<file path="src/rtl/hamming_top.sv">
// hamming_top: two-stage Hamming(7,4) encoder, single-bit error injector and correcting decoder
module hamming_top (
    input  logic       clk,
    input  logic       rst,
    input  logic [4:1] data_in,
    input  logic       parity_type,
    input  logic [3:1] err_pos,
    output logic [7:1] code_out,
    output logic [4:1] data_out,
    output logic       error_d,
    output logic [3:1] parity_out
);
    logic       par_q;
    logic [3:1] err_q;
    logic [7:1] enc, flip, rx, fixed;
    logic [3:1] syn;
    always_comb begin
        enc = {data_in[4], data_in[3], data_in[2],
               data_in[2] ^ data_in[3] ^ data_in[4] ^ parity_type,
               data_in[1],
               data_in[1] ^ data_in[3] ^ data_in[4] ^ parity_type,
               data_in[1] ^ data_in[2] ^ data_in[4] ^ parity_type};
    end
    // Channel model: the corruption only reaches the decoder, never code_out.
    always_comb begin
        flip = '0;
        for (int i = 1; i <= 7; i++) flip[i] = (err_q == 3'(i));
        rx = code_out ^ flip;
        syn[1] = rx[1] ^ rx[3] ^ rx[5] ^ rx[7] ^ par_q;
        syn[2] = rx[2] ^ rx[3] ^ rx[6] ^ rx[7] ^ par_q;
        syn[3] = rx[4] ^ rx[5] ^ rx[6] ^ rx[7] ^ par_q;
        fixed = '0;
        for (int i = 1; i <= 7; i++) fixed[i] = rx[i] ^ (syn == 3'(i));
    end
    always_ff @(posedge clk or posedge rst) begin
        if (rst) begin
            code_out   <= '0;
            par_q      <= 1'b0;
            err_q      <= '0;
            data_out   <= '0;
            parity_out <= '0;
            error_d    <= 1'b0;
        end else begin
            code_out   <= enc;
            par_q      <= parity_type;
            err_q      <= err_pos;
            data_out   <= {fixed[7], fixed[6], fixed[5], fixed[3]};
            parity_out <= syn;
            error_d    <= |syn;
        end
    end
endmodule

</file>
<file path="config.mk">
export PLATFORM = sky130hd
export DESIGN_NAME = hamming_top
export DESIGN_NICKNAME = d
export VERILOG_FILES = /design/src/rtl/hamming_top.sv
export SDC_FILE = /design/constraint.sdc
export NUM_CORES = 1
export LEC_CHECK = 0
export ABC_CLOCK_PERIOD_IN_PS = 3900
export CAP_MARGIN = 10
export CORE_MARGIN = 2
export CORE_UTILIZATION = 40
export DETAILED_ROUTE_END_ITERATION = 8
export PLACE_DENSITY = 0.68
export SETUP_SLACK_MARGIN = 0.05
export SYNTH_ARGS = -nofsm -noshare
export SYNTH_HDL_FRONTEND = slang
export SYNTH_SLANG_ARGS = --single-unit
</file>
<file path="constraint.sdc">
create_clock -name clk -period 3.9 [get_ports clk]
set_input_delay 0.78 -clock clk [delete_from_list [all_inputs] [get_ports clk]]
set_output_delay 0.78 -clock clk [all_outputs]
set_load 0.005 [all_outputs]
</file>
==> results.md <==
* Seq cells post-synth at 19
* Root Buffer: clkbuf_4
* Final WL at 1.393 mm
* XOR/XNOR Fraction of Synth Area at 33.29%
* Setup violators final at 0
* Total CTS buffers at 3
* CP top delay family: buffers and inverters
* Syn avg cell area at 12.81 um^2
* Clk pin slew, worst setup/hold paths at 100 ps
* H-tree Lvls at 1
* Gp weighted congestion at 0.7555
* Top cells by area, synth: dfrtp_1 (52%), xnor2_1 (18%), xor2_1 (6.7%), xnor2_4 (3.0%), xnor3_2 (2.6%)
* Status: finished, final reports clean
* Final period util at 54.51%
* Die X at 51.69 um
* Sequential area share after synthesis at 52.27%
* Cells along the critical path: clkdlybuf4s50_1
* Yosys top cell by area: dfrtp_1
* Final Skew at 2.423 ps
* Syn Std Cell Area at 909.6 um^2
* Worst skew pair latency at 300 ps
* Post_cts resized at 0
* Final number of max-transition violations at 0
* RSZ-0062 raised after global routing: no
* Total track usage at 13.45%
* # rows at 17
* Power density cells at 487.2 nW/um^2
* Worst slew pin tran at 670.7 ps
* Post-synthesis compound-gate area fraction at 3.851%
* IO Port Bufs at 24
* Final ANT Viol Nets at 0
* Post-layout util at 55.34%
* Most frequent cells in the layout: clkdlybuf4s50_1 (24), xnor2_1 (19), dfrtp_1 (19), xor2_1 (7), nand2_1 (5)
* WS Path Type: flip-flop to primary output
* Hold buffer count at cts at 0
* Mapped Cells at 71
* Unique masters post-synth at 17
* Slowest CP cell: clkdlybuf4s50_1
* Die Ht at 51.69 um
* GRT Residual Overflow at 0
* Max-cap violations at 0
* Number of nets in the layout at 110
* Adder-Cell Fraction of Synth Area at 0%
* Max Fanout on Critical Path at 3
* First-pass GRT wire length at 2.511 mm
* Largest family of logic cells by synthesized area: XOR/XNOR gates
* Critical path buffers and inverters at 1
* Io pins at 25
* Clock sinks at 19
* Worst slew margin at 55.24%
* Core region area at 2191 um^2
* Crit-path max cell delay at 560 ps
* Clock Path Buffers at 2
* Number of post-CTS setup repair buffers at 0
* Post-synthesis mux area share at 0%
* Die ar. at 2671 um^2
* N_diodes at 0
* 1st-iter DRT viols at 3
* Crit path arrival time at 1350 ps
* Yosys warning count at 0
* Crit. End Element: primary output
* Hold Path Class: flip-flop to flip-flop
* Area grow syn2layout at 33.29%
* Highest clock rate at 470.4 MHz
* Final Hold Fails at 0
* Type of origin of the critical path: flip-flop
* Worst vdd ir at 267.9 uV
* Vias in the first global route at 584
* Initial antenna violation count at 0
* Min cycle time layout at 2126 ps
* Critical path data required time at 3120 ps
* Pleak at 0.4810 nW
* Worst hold slack at 667.3 ps
* Post-synthesis simple-gate area fraction at 9.766%
* Largest net degree at the start of global routing at 20
* Most common cell after layout, fill and taps aside: clkdlybuf4s50_1
* Share of layout cells above drive strength 1 at 10.10%
* Vias per inst at 4.559
* Vias at 579
* TNS Setup at 0 ps
* Share of Yosys cell area claimed by the top area cell type at 52.27%
* Post-DP HPWL at 1.143 mm
* WL/cell at 10.97 um
* CTS tree: yes
* Residual DRC at 0
* First-pass detailed-route iteration total at 4
* Mapped Nets at 81
* Starting Density at 41.52%
## metal layers
layer	vias to the layer above	track usage, %	part of all wire (%)
li1	289	-	-
met1	262	12.90	35
met2	23	25.21	56
met3	5	3.736	6.5
met4	0	7.895	2.8
met5	-	0	0
## worst register-to-register path, delay by kind of cell, from the launching register on
| family | cells | cell delay [ps] |
|---|---|---|
| xor+xnor | 3 | 790 |
| flops | 1 | 480 |
| simple gates | 1 | 430 |
| compound gates | 1 | 140 |
## area by class of cell
cell class	count	area [um^2]
Fill cell	188	978.4
Sequential cell	19	475.5
Multi-Input combinational cell	50	426.7
Timing Repair Buffer	24	240.2
Tap cell	28	35.03
Clock buffer	3	22.52
Inverter	2	7.507
Clock inverter	1	5.005
## path summary, 6_finish.rpt
path | from | cells past startpoint | slack (ps) | to
setup / recovery | code_out[7] | 1 | 1770 | code_out[7]
hold reg to reg | code_out[6] | 2 | 670 | data_out[3]
max in group asynchronous | rst | 2 | 2600 | code_out[1]
setup reg to reg | code_out[7] | 5 | 2000 | data_out[3]
min in group asynchronous | rst | 2 | 870 | data_out[3]
hold / removal | code_out[6] | 2 | 670 | data_out[3]
## flip-flops by register name, summed over array words and instances (netlist names)
name / flops
par_q: 1
code_out: 7
data_out: 4
parity_out: 3
error_d: 1
err_q: 3
## stage by stage
stage / total power, W / setup WS [ps] / instances / area (um^2)
finish: 0.0005907 / 1774 / 127 / 1212
global route: 0.0006354 / 1720 / 127 / 1212
CTS: 0.0005996 / 1755 / 127 / 1212
detailed placement: 0.0005010 / 2017 / 123 / 1185
global placement: 0.0004972 / 2050 / 123 / 1185
floorplan: 0.0003889 / 2092 / 71 / 909.6
## synthesized netlist by cell type, drive strengths merged
cell type and count:
xor2 7, nand3 4, o21ai 1, a21oi 3, dfrtp 19, nor2b 3
xnor2 20, or3 3, nand2 5, xnor3 1, xor3 1, inv 2
and2 1, a21boi 1
## cells by family (layout without fill, tap and decap cells)
logic type             count (synthesis)  after routing
AO/OA/AOI/OAI                          5              5
XOR/XNOR                              29             29
buffers and inverters                  2             30
flip-flops                            19             19
AND/OR/NAND/NOR                       16             16
## report_power, final
group	leakage, nW	total (W)	switching (W)	internal [W]
clock network	0.0177	0.0000979	0.0000597	0.0000383
registers	0.219	0.000258	0.0000174	0.000240
logic	0.244	0.000235	0.0000913	0.000144
(Power assumes the default switching activity.)
